[config.mk]
export PLATFORM = sky130hd
export DESIGN_NAME = ipv4_header_extractor
export DESIGN_NICKNAME = d
export VERILOG_FILES = /design/src/rtl/ipv4_header_extractor.sv
export SDC_FILE = /design/constraint.sdc
export NUM_CORES = 1
export LEC_CHECK = 0
export ABC_AREA = 1
export BUFFER_PORTS_ARGS = -buffer_cell sky130_fd_sc_hd__buf_4
export CELL_PAD_IN_SITES_DETAIL_PLACEMENT = 0
export CELL_PAD_IN_SITES_GLOBAL_PLACEMENT = 1
export CORE_MARGIN = 1
export CORE_UTILIZATION = 31
export CTS_CLUSTER_SIZE = 16
export DETAILED_ROUTE_END_ITERATION = 7
export PLACE_DENSITY = 0.66
export SLEW_MARGIN = 30
export SYNTH_ARGS = -nofsm -noshare
export SYNTH_HDL_FRONTEND = slang
export SYNTH_SLANG_ARGS = --single-unit
[constraint.sdc]
create_clock -name clk -period 4.7 [get_ports clk]
set_clock_uncertainty 0.1 [all_clocks]
set_input_delay 0 -clock clk [delete_from_list [all_inputs] [get_ports clk]]
set_output_delay 0 -clock clk [all_outputs]
set_load 0.01 [all_outputs]
[src/rtl/ipv4_header_extractor.sv]
// rtl/ipv4_header_extractor.sv - captures the 40 IPv4/TCP header bytes of each Ethernet frame into one output word
module ipv4_header_extractor #(
  parameter int CNT_W = 16
) (
  input  logic             clk,
  input  logic             reset_n,
  input  logic             in_valid,
  output logic             in_ready,
  input  logic             in_startofpacket,
  input  logic             in_endofpacket,
  input  logic [63:0]      in_data,
  input  logic [2:0]       in_empty,
  output logic             out_valid,
  input  logic             out_ready,
  output logic             out_startofpacket,
  output logic             out_endofpacket,
  output logic [319:0]     out_data,
  output logic [CNT_W-1:0] hdr_count,
  output logic [CNT_W-1:0] drop_count
);

  typedef enum logic [1:0] {IDLE, COLLECT, HOLD, SKIP} state_t;

  state_t       state, state_nx;
  logic [2:0]   k, k_nx;
  logic         eop_seen, eop_seen_nx;
  logic [319:0] hdr;
  logic [1:0]   drop_inc;
  logic [CNT_W:0] drop_sum;
  logic         fire;
  logic         hdr_ok;

  assign fire   = in_valid && in_ready;
  // EtherType and IP version both live in beat1
  assign hdr_ok = (in_data[31:16] == 16'h0800) && (in_data[15:12] == 4'h4);

  assign out_valid         = (state == HOLD);
  assign out_startofpacket = out_valid;
  assign out_endofpacket   = out_valid;
  assign out_data          = hdr;

  // next-state, beat index and drop accounting; a restart with a one-beat frame can drop two frames at once
  always_comb begin
    state_nx    = state;
    k_nx        = k;
    eop_seen_nx = eop_seen;
    drop_inc    = 2'd0;
    case (state)
      IDLE: begin
        if (fire && in_startofpacket) begin
          if (in_endofpacket) begin
            drop_inc = 2'd1;
          end else begin
            state_nx = COLLECT;
            k_nx     = 3'd1;
          end
        end
      end
      COLLECT: begin
        if (fire) begin
          if (in_startofpacket) begin
            if (in_endofpacket) begin
              drop_inc = 2'd2;
              state_nx = IDLE;
            end else begin
              drop_inc = 2'd1;
              k_nx     = 3'd1;
            end
          end else if (k == 3'd1 && !hdr_ok) begin
            drop_inc = 2'd1;
            state_nx = in_endofpacket ? IDLE : SKIP;
          end else if (k == 3'd6) begin
            if (in_endofpacket && in_empty > 3'd2) begin
              drop_inc = 2'd1;
              state_nx = IDLE;
            end else begin
              state_nx    = HOLD;
              eop_seen_nx = in_endofpacket;
            end
          end else if (in_endofpacket) begin
            drop_inc = 2'd1;
            state_nx = IDLE;
          end else if (k != 3'd7) begin
            k_nx = k + 3'd1;
          end
        end
      end
      HOLD: begin
        if (out_ready) state_nx = eop_seen ? IDLE : SKIP;
      end
      SKIP: begin
        if (fire) begin
          if (in_startofpacket) begin
            if (in_endofpacket) begin
              drop_inc = 2'd1;
              state_nx = IDLE;
            end else begin
              state_nx = COLLECT;
              k_nx     = 3'd1;
            end
          end else if (in_endofpacket) begin
            state_nx = IDLE;
          end
        end
      end
      default: state_nx = IDLE;
    endcase
  end

  assign drop_sum = {1'b0, drop_count} + {{(CNT_W-1){1'b0}}, drop_inc};

  // state register; in_ready is decoded from the next state so it is a clean flop output
  always_ff @(posedge clk or negedge reset_n) begin
    if (!reset_n) begin
      state    <= IDLE;
      k        <= 3'd0;
      eop_seen <= 1'b0;
      in_ready <= 1'b1;
    end else begin
      state    <= state_nx;
      k        <= k_nx;
      eop_seen <= eop_seen_nx;
      in_ready <= (state_nx != HOLD);
    end
  end

  // header capture: header byte h is frame byte h+14, so beat1 contributes its last two bytes
  always_ff @(posedge clk or negedge reset_n) begin
    if (!reset_n) begin
      hdr <= '0;
    end else if (state == COLLECT && fire && !in_startofpacket) begin
      case (k)
        3'd1: hdr[319:304] <= in_data[15:0];
        3'd2: hdr[303:240] <= in_data;
        3'd3: hdr[239:176] <= in_data;
        3'd4: hdr[175:112] <= in_data;
        3'd5: hdr[111:48]  <= in_data;
        3'd6: hdr[47:0]    <= in_data[63:16];
        default: ;
      endcase
    end
  end

  // saturating statistics counters
  always_ff @(posedge clk or negedge reset_n) begin
    if (!reset_n) begin
      hdr_count  <= '0;
      drop_count <= '0;
    end else begin
      if (out_valid && out_ready && hdr_count != {CNT_W{1'b1}}) hdr_count <= hdr_count + 1'b1;
      if (drop_sum[CNT_W]) drop_count <= {CNT_W{1'b1}};
      else                 drop_count <= drop_sum[CNT_W-1:0];
    end
  end

endmodule
Word level (Yosys, flattened, before mapping)

Index checks and enable logic that the tools add are counted.

Word-level logic and storage cells: 100
Bits in registers: 359
Bits of input ports: 73
Output and inout port bits: 356

Equal/unequal tests: 22
Reduce and logical (&&, ||, !) cells: 21
Bitwise gates (word level): 3
Add/sub/neg operators: 3
$lt $le $gt $ge: 1
Multiplexer cells: 38

Operators with widths:

| kind                                                           | count |
|---|---|
| two-way mux 2 bit                                              | 20 |
| two-way mux 3 bit                                              | 10 |
| adder 16 x 2 -> 17 bit                                         | 1 |
| adder 16 x 1 -> 16 bit (second input constant)                 | 1 |
| equality test 16 x 12 -> 1 bit (second input constant)         | 1 |
| two-way mux 16 bit                                             | 1 |
| inequality test 16 bit (second input constant)                 | 1 |
| inequality test 3 bit (second input constant)                  | 5 |
| AND reduction 2 bit                                            | 6 |
| inequality test 2 bit (second input constant)                  | 5 |
| equality test 3 bit (second input constant)                    | 3 |
| logical AND 1 bit                                              | 9 |
| one-hot mux 3 bit (3 select lines)                             | 1 |
| AND reduction 9 bit                                            | 1 |
| one-hot mux 2 bit (4 select lines)                             | 1 |
| equality test 3 x 2 -> 1 bit (second input constant)           | 2 |
| one-hot mux 2 bit (3 select lines)                             | 1 |
| AND reduction 6 bit                                            | 1 |
| equality test 2 bit (second input constant)                    | 2 |
| equality test 4 x 3 -> 1 bit (second input constant)           | 1 |
| two-way mux 1 bit                                              | 4 |
| adder 3 x 1 -> 3 bit (second input constant)                   | 1 |
| equality test 3 x 1 -> 1 bit (second input constant)           | 1 |
| greater-than comparator 3 x 2 -> 1 bit (second input constant) | 1 |
| 5 further kinds                                                | 8 |

Depth between registers and ports, before layout

Gate-level depths: netlist (run 1).

Depth after elaboration: 10
Depth in mapped cells: 19

Worst setup path after synthesis (run 1)

OpenSTA, ideal clock, no wires.

Kind: register to register
From: register in_ready
To: register drop_count[10]
Setup slack: 1.740 ns
Arrival time: 2.789 ns
Setup time: 0.071 ns
Cell stages (with the launch flop): 17
Cell sequence: dfstp_2 > nand2_1 > inv_1 > nand2_1 > nor2_1 > o21bai_1 > a21oi_1 > ha_1 > inv_1 > fa_1 > nand3b_1 > nor2_1 > nand3_1 > nor2_1 > nand2_1 > or2_2 > nand3_1

Longest elaborated chain between the ends: 6
Elaborated cells on any way between the ends: 8
Classes of those cells: add/sub: 1; mux: 5; reduce/logical: 2

Ends and longest elaborated chain:

| element                                | RTL line | text |
|---|---|---|
| start, declared                        | 8        | `output logic in_ready,` |
| start signal, assigned                 | 123      | `in_ready <= (state_nx != HOLD);` |
| logical AND 1 bit (*)                  | 33       | `assign fire = in_valid && in_ready;` |
| logical AND 1 bit                      | 50       | `if (fire && in_startofpacket) begin` |
| two-way mux 1 bit                      | 50       |  |
| one-hot mux 2 bit (3 select lines) (*) | 48       | `case (state)` |
| adder 16 x 2 -> 17 bit (*)             | 110      | `assign drop_sum = {1'b0, drop_count} + {{(CNT_W-1){1'b0}}, drop_inc};` |
| two-way mux 16 bit (*)                 | 151      | `if (drop_sum[CNT_W]) drop_count <= {CNT_W{1'b1}};` |
| end signal, assigned                   | 151      |  |
| end signal, assigned                   | 152      | `else drop_count <= drop_sum[CNT_W-1:0];` |
| end, declared                          | 19       | `output logic [CNT_W-1:0] drop_count` |

Mark *: on every way between the ends. The rest lies on a longest branch, timed or not.
A chain may end at the register's enable or synchronous reset.

Worst setup path after layout (run 1)

From: register k[1]
To: register drop_count[13]

Longest elaborated chain between the ends: 8
Elaborated cells on any way between the ends: 10
Classes of those cells: add/sub: 1; eq/ne: 2; mux: 6; reduce/logical: 1

Ends and longest elaborated chain:

| element                                                             | RTL line | text |
|---|---|---|
| start, declared                                                     | 25       | `logic [2:0] k, k_nx;` |
| start signal, assigned                                              | 121      | `k <= k_nx;` |
| equality test 3 bit or equality test 3 x 1 -> 1 bit (tied branches) | 72, 69   |  |
| two-way mux 2 bit or logical AND 1 bit (tied branches)              | 72, 69   |  |
| two-way mux 2 bit (*)                                               | 69       | `end else if (k == 3'd1 && !hdr_ok) begin` |
| two-way mux 2 bit (*)                                               | 61       | `if (in_startofpacket) begin` |
| two-way mux 2 bit (*)                                               | 60       | `if (fire) begin` |
| one-hot mux 2 bit (3 select lines) (*)                              | 48       |  |
| adder 16 x 2 -> 17 bit (*)                                          | 110      |  |
| two-way mux 16 bit (*)                                              | 151      |  |

Marked as above.

==> results.json, run 1 <==
{
  "crit_path_frequent_cell": "inv_1",
  "swShare_pct": 30.5,
  "ioPinCount": 429,
  "critPathMaxFanout": 14,
  "layout-drive-gt1-share_pct": 26.9,
  "io_buffers": 428,
  "criticalPathCategory": "reg2reg",
  "clk_pin_slew_ns": 0.06,
  "area_growth_pct": 42.5,
  "clkLatencyLatePin_ns": 0.55,
  "core-area_mm2": 0.0435,
  "avgSynthCellArea_um2": 9.73,
  "power.density_mw_per_mm2": 506,
  "seqPwrFrac_pct": 41.8,
  "layout_common_cells": "buf_4, nand2_1, dfrtp_1",
  "antenna_cells": 0,
  "rows": 76,
  "synth_seq_cells": 359,
  "cts_made_buffers": 41,
  "end_kind": "flop",
  "drv_cap": 0,
  "wl_per_cell_um": 17.6,
  "dieWidth_um": 213,
  "nets": 1980,
  "seq_area_frac_synth_pct": 65.1,
  "setup_violations": 0,
  "ys_types": 31,
  "synth_area_mm2": 0.0138,
  "relSlewSlack_pct": 37.3,
  "clock_path_buffers": 3,
  "grt_pass1_wl_um": 66700,
  "period_needed_ns": 3.63,
  "synth_nets": 1502,
  "cp-start-kind": "flop",
  "period_share_pct": 77.2,
  "htree_levels": 2,
  "antenna_found_initial": 0,
  "die_area_mm2": 0.0454,
  "vias_per_cell": 4.55,
  "tightest_slew_ns": 0.940,
  "hold_class": "in2reg",
  "first_pass_iters": 5,
  "first_iter_violations": 852,
  "crit_required_ns": 5.06,
  "synthCells": 1419,
  "nFillCells": 4240,
  "cellLeakagePower_nw": 10.1,
  "drv_slew": 0,
  "die_y_um": 213,
  "combPwrFrac_pct": 25.6,
  "postRouteAntennaNets": 0,
  "wl_um": 44300,
  "cp_top_family": "simple AND/OR/NAND/NOR gates",
  "status": "completed",
  "gr-total-overflow": 0,
  "gr-usage-all-layers_pct": 19.2,
  "slowest_delay_ns": 0.48,
  "grt_max_degree": 157,
  "fin_setup_tns_ns": 0,
  "crit_path_cell_trace": "inv_1 -> ha_1 -> inv_1 -> nor2_1 -> nand2_1 -> nand3_1 -> nand2_1 -> a21oi_1 -> ha_1 -> inv_1 -> fa_1 -> nand3b_1 -> nor2_1 -> nand3_1 -> inv_1 -> nand4_1 -> nand3_1",
  "hpwl_um": 29700,
  "power_frac_clock_pct": 32.6,
  "crit_slowest_cell": "nand4_1",
  "start_util_pct": 31.8,
  "routabilityCongestion": 0.781,
  "rsz0062_at_grt": "false",
  "placed_area_mm2": 0.0176,
  "layout_commonest_cell": "buf_4",
  "arrival_ns": 3.98,
  "hold_violations": 0,
  "critPathBufInv": 4,
  "drc": 0,
  "via_count": 11428,
  "cts_sinks": 359,
  "fmax_ghz": 0.276,
  "cts_root_buf": "clkbuf_16",
  "stdcell_area_mm2": 0.0197,
  "peakVddDrop_uv": 258,
  "p_sw_mw": 3.04,
  "cts_tree": "done",
  "grt_pass1_vias": 11082,
  "cts_setup_buffers": 0,
  "yosys_warnings": 0,
  "intPower_mw": 6.92
}
synthesized netlist by cell type:
cell        n  area [um^2]
o21ai_1   202         1010
dfstp_2     1         26.3
nor2_4      1         11.3
o21a_1      1         7.51
xnor2_1     5         43.8
nand2_1   406         1520
a211oi_1    1         7.51
fa_1        1         20.0
or2_2       2         12.5
o221ai_1    1         8.76
dfrtp_1   358         8960
nor2_8      1         20.0
ha_1        9          113
nor4_1      2         12.5
nor3_1     12         60.1
inv_2       1         3.75
nor2_1     40          150
buf_2      56          280
a21oi_1     6         30.0
o21bai_1    2         15.0
a31oi_1     1         6.26
nand2_2     3         18.8
clkbuf_2    3         15.0
buf_4       2         15.0
nand4_1    11         68.8
inv_1     105          394
xor2_1     14          123
o21ai_0   133          666
clkbuf_1   12         45.0
nand3b_1    1         7.51
nand3_1    26          130
tightest hold or removal path: stages:
cell	delay [ns]
buf_4	0.11
nand2_1	0.23
a211oi_1	0.15
nand4_1	0.11
nand2_1	0.05
state kept, by name, indices dropped and copies added, names as in the netlist:
name	count
drop_count	16
k	3
in_ready	1
out_data	320
hdr_count	16
state	2
eop_seen	1
final cells by class:
type                    instances  area [um^2]  share of cell area (%)
multi-input cells             881         4140                    21.0
repair buffers                508         4040                    20.6
well taps                     585          732                    3.72
clock buffers                  57         1200                    6.09
inverters                     106          398                    2.02
clock inverters                17          176                   0.897
flip-flops and latches        359         8980                    45.7
power groups by stage:
stage	sequential, mW	combinational [mW]	clock (mW)
global route	4.25	2.81	3.44
finish	4.16	2.55	3.24
detailed placement	4.21	2.52	0
global placement	4.19	2.50	0
floorplan	4.45	0.746	0
CTS	4.17	2.59	3.35
cells by family after synthesis:
| family | count (synthesis) | share of synthesized area [%] |
|---|---|---|
| fa+ha+maj | 10 | 0.961 |
| simple gates | 505 | 14.6 |
| flops | 359 | 65.1 |
| compound gates | 347 | 12.7 |
| buf+inv | 179 | 5.46 |
| xor+xnor | 19 | 1.21 |
worst paths after layout:
path                               from        endpoint  slack (ns)  cells after the start
setup reg to reg                   k[1]  drop_count[13]        1.07                     17
min in group asynchronous       reset_n   out_data[155]        0.50                      4
hold / removal                 in_valid            k[0]        0.04                      5
hold reg to reg            out_data[47]    out_data[47]        0.38                      2
setup / recovery                   k[1]  drop_count[13]        1.07                     17
max in group asynchronous       reset_n    out_data[53]        3.10                      4
per-stage QoR:
step | instances | total power [mW] | hold WS [ns] | worst slack (ns) | util [%]
global placement | 2367 | 6.68 | -0.146 | 1.20 | 40.4
finish | 2513 | 9.96 | 0.0382 | 1.07 | 45.3
detailed placement | 2367 | 6.73 | -0.145 | 1.06 | 40.4
CTS | 2513 | 10.1 | 0.00902 | 1.02 | 45.3
global route | 2513 | 10.5 | 0.0796 | 0.724 | 45.3
floorplan | 1419 | 5.20 | -0.396 | 1.74 | -
layer usage:
layer	track usage [%]	share of wire (%)	vias up
met1	25.8	44	5455
met3	5.47	7.8	64
met5	0	0	-
met4	5.95	2.4	0
met2	30.0	46	350
li1	-	-	5559
timing repair:
action / in CTS / in global routing
hold buffers: 72 / 0
gates resized for setup: 0 / 0
hold endpoints to repair: 691 / 0
Note: power is estimated with default switching activity, not from simulation.
==> inputs of run 2 (changes only) <==
Settings changed: PLACE_DENSITY 0.66 to 0.68.
Clock period 4.7 ns to 3.1 ns, I/O delays scaled along.
==> run 2 against run 1 <==
Hold slack improved by 0.024 ns. Highest routed layer unchanged. Critical path depth increased by 1. Largest power group unchanged. Fmax increased by 22%. Routed wire length increased by 2.4%. Die area unchanged.
==> results.json, run 2 (same netlist as run 1, synthesis figures left out) <==
{
  "status": "completed",
  "grt_pass1_wl_um": 68100,
  "ioPinCount": 429,
  "critPathMaxFanout": 3,
  "hold_class": "in2async",
  "cellLeakagePower_nw": 10.3,
  "critPathBufInv": 3,
  "peakVddDrop_uv": 419,
  "fin_setup_tns_ns": 0,
  "area_growth_pct": 45.2,
  "r2r_setup_slack_ns": 0.14,
  "tightest_slew_ns": 0.602,
  "dp_cells": 2393,
  "rsz0062_at_grt": "true",
  "cp-start-kind": "flop",
  "drv_cap": 0,
  "hold_violations": 0,
  "wl_um": 45300,
  "seqPwrFrac_pct": 41.5,
  "period_share_pct": 95.6,
  "hpwl_um": 31800,
  "layout_common_cells": "buf_4, nand2_1, dfrtp_1",
  "cp_num_cells": 18,
  "io_buffers": 428,
  "crit_required_ns": 3.49,
  "grt_max_degree": 98,
  "combPwrFrac_pct": 26.2,
  "arrival_ns": 3.36,
  "wl_per_cell_um": 17.8,
  "rr_endpoint": "drop_count[10]",
  "cts_tree": "done",
  "die_y_um": 213,
  "routabilityCongestion": 0.828,
  "relSlewSlack_pct": 59.6,
  "antenna_cells": 0,
  "core-area_mm2": 0.0435,
  "power.density_mw_per_mm2": 761,
  "cts_made_buffers": 40,
  "layout-drive-gt1-share_pct": 28.8,
  "worstSetupStartpoint": "k[1]",
  "ff2ff_path_depth": 18,
  "die_area_mm2": 0.0454,
  "first_pass_iters": 5,
  "slowest_delay_ns": 0.39,
  "drv_slew": 0,
  "clk_pin_slew_ns": 0.06,
  "largest_reg_flops": 320,
  "first_iter_violations": 741,
  "vias_per_cell": 4.56,
  "setup_violations": 0,
  "via_count": 11585,
  "cts_sinks": 359,
  "power_frac_clock_pct": 32.4,
  "p_sw_mw": 4.60,
  "drc": 0,
  "gr-total-overflow": 0,
  "cts_root_buf": "clkbuf_16",
  "end_kind": "flop",
  "fin_cells": 2541,
  "antenna_found_initial": 0,
  "gr-usage-all-layers_pct": 19.7,
  "crit_path_cell_trace": "inv_2 -> ha_4 -> inv_2 -> nor2_4 -> nand2_2 -> nand3_2 -> nand2_2 -> a21oi_2 -> ha_2 -> inv_2 -> fa_2 -> nand3b_1 -> nor2_2 -> nand3_2 -> nor2_4 -> nand2_2 -> or2_2 -> nand3_1",
  "start_util_pct": 31.8,
  "clkLatencyLatePin_ns": 0.56,
  "fmax_ghz": 0.337,
  "cp_top_family": "simple AND/OR/NAND/NOR gates",
  "dieWidth_um": 213,
  "hold_ws_ns": 0.0619,
  "grt_pass1_vias": 11278,
  "rows": 76,
  "nets": 2009,
  "reg2reg_from": "k[1]",
  "crit_path_end": "drop_count[10]",
  "swShare_pct": 30.2,
  "period_needed_ns": 2.96,
  "htree_levels": 2,
  "layout_commonest_cell": "buf_4",
  "intPower_mw": 10.7,
  "crit_slowest_cell": "dfrtp_1",
  "clock_path_buffers": 3,
  "postRouteAntennaNets": 0,
  "criticalPathCategory": "reg2reg"
}
run 2: cell count changes in the layout (fill, tap and decap cells not counted), moves of 3 or more:
cell,delta
buf_12,+6
inv_1,-3
clkinvlp_4,-5
nor2_1,-5
ha_1,-3
nand2_4,+3
nor2_2,+3
nand2_1,-3
inv_2,+3
clkbuf_1,+3
buf_4,+24
run 2: area by class of cell:
type | instances | area (um^2)
clock buffer | 61 | 1210
clock inverter | 11 | 166
fill | 4196 | 23400
inverter | 106 | 398
multi-input combinational | 881 | 4200
sequential | 359 | 8990
tap | 585 | 732
timing repair buffer | 538 | 4350
run 2: per-layer routing:
layer | global-route usage (%) | wire length [um]
met5 | 0 | 0
met4 | 6.47 | 1130
met3 | 5.38 | 3420
met1 | 27.2 | 20500
met2 | 29.8 | 20300
run 2: what timing repair did:
item / 4_1_cts / 5_1_grt
hold buffers: 71 / 0
endpoints found under the setup margin: 0 / 16
resized for setup: 0 / 26
endpoints found under the hold margin: 690 / 0
setup buffers: 0 / 5
run 2: tightest hold or removal path, delay by kind of cell:
family	cells	cell delay [ns]
buf+inv	3	1.06
run 2: power groups by stage:
stage               clock, mW  combinational [mW]  sequential (mW)
floorplan                   0                1.13             6.75
global placement            0                3.84             6.36
detailed placement          0                3.86             6.39
CTS                      5.08                3.96             6.33
global route             5.27                4.41             6.45
finish                   4.94                3.99             6.33
run 2: worst min-delay path by stage:
stage                     cells past startpoint       endpoint     from
after CTS                                     3  out_data[277]  reset_n
after detailed placement                      1  out_data[279]  reset_n
after global placement                        1  out_data[279]  reset_n
after global routing                          3  out_data[277]  reset_n
after floorplan                               0  drop_count[0]  reset_n
final                                         3  out_data[277]  reset_n
run 2: stage by stage:
stage	total power [mW]	util, %	setup slack, ns	area, um^2
after detailed placement	10.3	41.0	0.0541	17800
after global placement	10.2	41.0	0.125	17800
after CTS	15.4	45.8	0.0138	19900
final	15.3	46.1	0.135	20000
after global routing	16.1	46.1	-0.0468	20000
after floorplan	7.88	-	0.140	13800
==> inputs of run 3 (changes only) <==
Settings changed: ABC_AREA 1 to unset, CORE_UTILIZATION 31 to 38, PLACE_DENSITY 0.68 to 0.76.
==> run 3 against run 2 <==
Largest power group unchanged. Clock-buffer cell count decreased by 1. Sequential share of layout area decreased by 0.44 points. Fmax increased by 1.8%. Global-route usage increased by 0.55 points. Area after synthesis increased by 4.0%. Die area decreased by 15%. Register-to-register slack improved by 0.05 ns. Core utilization increased by 8.8 points. Final area increased by 0.97%. Worst setup slack improved by 0.053 ns. Clock power decreased by 7.7%. Highest routed layer unchanged. Critical endpoint is now drop_count[11]. Flip-flop and latch count unchanged.
==> results.json, run 3 <==
{
  "synth_area_mm2": 0.0144,
  "first_pass_iters": 6,
  "stdcell_area_mm2": 0.0202,
  "placed_area_mm2": 0.0182,
  "swShare_pct": 28.6,
  "crit_slowest_cell": "dfrtp_1",
  "ys_types": 55,
  "period_share_pct": 93.9,
  "drc": 0,
  "drv_cap": 0,
  "grt_max_degree": 78,
  "clock_path_buffers": 3,
  "htree_levels": 2,
  "synth.area.top_cells": "dfrtp_1, mux2_2, buf_6, mux2_1, buf_12",
  "hold_class": "in2async",
  "gr-total-overflow": 0,
  "cellLeakagePower_nw": 10.5,
  "fin_setup_tns_ns": 0,
  "postRouteAntennaNets": 0,
  "crit_required_ns": 3.47,
  "combPwrFrac_pct": 28.8,
  "hold_violations": 0,
  "cts_tree": "done",
  "period_needed_ns": 2.91,
  "synthCells": 916,
  "cp-start-kind": "flop",
  "nFillCells": 3119,
  "ioPinCount": 429,
  "critPathBufInv": 2,
  "clkLatencyLatePin_ns": 0.54,
  "place_ws_ns": -0.0831,
  "antenna_found_initial": 0,
  "antenna_cells": 0,
  "wl_um": 39200,
  "ys.flop_type": "dfrtp_1",
  "status": "completed",
  "crit_path_frequent_cell": "inv_1",
  "synthArstFlopShare_pct": 100,
  "end_kind": "flop",
  "largest_reg_flops": 320,
  "grt_pass1_wl_um": 59900,
  "cts_sinks": 359,
  "die_y_um": 196,
  "peakVddDrop_uv": 674,
  "ys_top_cells_by_count": "dfrtp_1, mux2_2, nand2_1",
  "critPathMaxFanout": 7,
  "yosys.area.top_type": "dfrtp_1",
  "routabilityCongestion": 0.817,
  "synth_nets": 999,
  "area_growth_pct": 40.9,
  "arrival_ns": 3.28,
  "cts_root_buf": "clkbuf_16",
  "synth_seq_cells": 359,
  "setup_violations": 0,
  "first_iter_violations": 281,
  "power_frac_clock_pct": 29.4,
  "cts_made_buffers": 41,
  "die_area_mm2": 0.0386,
  "seq_area_frac_synth_pct": 62.6,
  "nets": 1548,
  "via_count": 9660,
  "vias_per_cell": 4.84,
  "drv_slew": 0,
  "io_buffers": 428,
  "fin_cells": 1996,
  "worst_slack_ns": 0.188,
  "dp_cells": 1852,
  "intPower_mw": 11.1,
  "fin_util_pct": 54.9,
  "avgSynthCellArea_um2": 15.7,
  "core-area_mm2": 0.0369,
  "relSlewSlack_pct": 59.6,
  "fmax_ghz": 0.343,
  "layout_commonest_cell": "buf_4",
  "rows": 70,
  "tightest_slew_ns": 0.598,
  "gr-usage-all-layers_pct": 20.2,
  "clk_pin_slew_ns": 0.06,
  "yosys_warnings": 0,
  "layout_common_cells": "buf_4, dfrtp_1, mux2_2",
  "crit_path_cell_trace": "inv_1 -> xnor2_1 -> mux2i_1 -> a211oi_2 -> ha_2 -> inv_1 -> fa_2 -> nand2b_4 -> nor4_4 -> nand3_2 -> or2_4 -> a21oi_2",
  "synth_edf_count": 0,
  "synth_most_common_cell": "dfrtp_1",
  "start_util_pct": 38.9,
  "slowest_delay_ns": 0.44,
  "grt_pass1_vias": 10053,
  "wl_per_cell_um": 19.6,
  "synth_top_area_share_pct": 62.4,
  "p_sw_mw": 4.44,
  "layout-drive-gt1-share_pct": 58.0,
  "seqPwrFrac_pct": 41.8,
  "power.density_mw_per_mm2": 767,
  "dieWidth_um": 196,
  "cp_top_family": "simple AND/OR/NAND/NOR gates",
  "criticalPathCategory": "reg2reg",
  "hpwl_um": 26700
}
-- run 3: cell count changes after synthesis, sizes merged, moves of 20 or more --
cell / previous run / this run
nand2: 409 / 30
mux2: 0 / 324
buf: 58 / 37
o21ai: 335 / 5
nor2: 42 / 22
inv: 106 / 12
-- run 3: cells by family after synthesis --
kind of cell    synth area share, %
xor+xnor                       1.46
fa+ha+maj                     0.993
simple gates                   4.51
mux                            25.6
compound gates                 1.24
buf+inv                        3.59
flops                          62.6
-- run 3: cell type report --
| type | count | area, um^2 | area share (%) |
|---|---|---|---|
| Clock buffer | 60 | 1150 | 5.67 |
| Clock inverter | 10 | 110 | 0.544 |
| Inverter | 12 | 45.0 | 0.223 |
| Multi-Input combinational cell | 508 | 4940 | 24.4 |
| Sequential cell | 359 | 8980 | 44.4 |
| Tap cell | 504 | 631 | 3.12 |
| Timing Repair Buffer | 543 | 4370 | 21.6 |
-- run 3: stage by stage --
step           hold WS, ns  total power, mW
3_5_place_dp       -0.0768             10.9
4_1_cts            0.00268             15.7
5_1_grt             0.0753             16.3
3_3_place_gp       -0.0797             10.8
2_1_floorplan       -0.396             8.37
6_report            0.0681             15.5
-- run 3: what timing repair did --
| item | CTS | global route |
|---|---|---|
| pin swaps | 0 | 5 |
| hold endpoints to repair | 680 | 0 |
| cloned | 0 | 1 |
| resized for setup | 1 | 18 |
| hold buffers | 72 | 0 |
| buffers inserted | 0 | 1 |
| setup endpoints to repair | 13 | 15 |
-- run 3: worst paths after layout --
| kind | start | end | slack [ns] | cells past startpoint |
|---|---|---|---|---|
| worst max-delay path | state[1] | drop_count[11] | 0.19 | 12 |
| worst min-delay path | reset_n | out_data[91] | 0.07 | 3 |
| worst max register to register | state[1] | drop_count[11] | 0.19 | 12 |
| worst min register to register | out_data[153] | out_data[153] | 0.39 | 1 |
| max in group asynchronous | reset_n | out_data[301] | 2.33 | 4 |
| min in group clk | in_empty[1] | eop_seen | 0.08 | 6 |
-- run 3: layer usage --
layer | wire, um | GRT usage [%] | up-vias
met2 | 18700 | 33.2 | 323
li1 | - | - | 4347
met3 | 2660 | 5.13 | 54
met4 | 834 | 6.31 | 0
met1 | 17000 | 26.3 | 4936
met5 | 0 | 0 | -
-- run 3: worst reg2reg max path, delay by kind of cell, from the launching register on --
kind / cells / cell delay (ns)
simple gates: 4 / 0.95
fa+ha+maj: 2 / 0.55
compound gates: 2 / 0.32
flops: 1 / 0.44
mux: 1 / 0.13
buf+inv: 2 / 0.16
xor+xnor: 1 / 0.21
-- run 3: power groups by stage --
stage               Combinational (mW)  Clock (mW)  Sequential (mW)
global route                      4.79        4.87             6.63
CTS                               4.48        4.70             6.48
finish                            4.47        4.56             6.48
detailed placement                4.39           0             6.55
floorplan                         1.40           0             6.97
global placement                  4.35           0             6.50
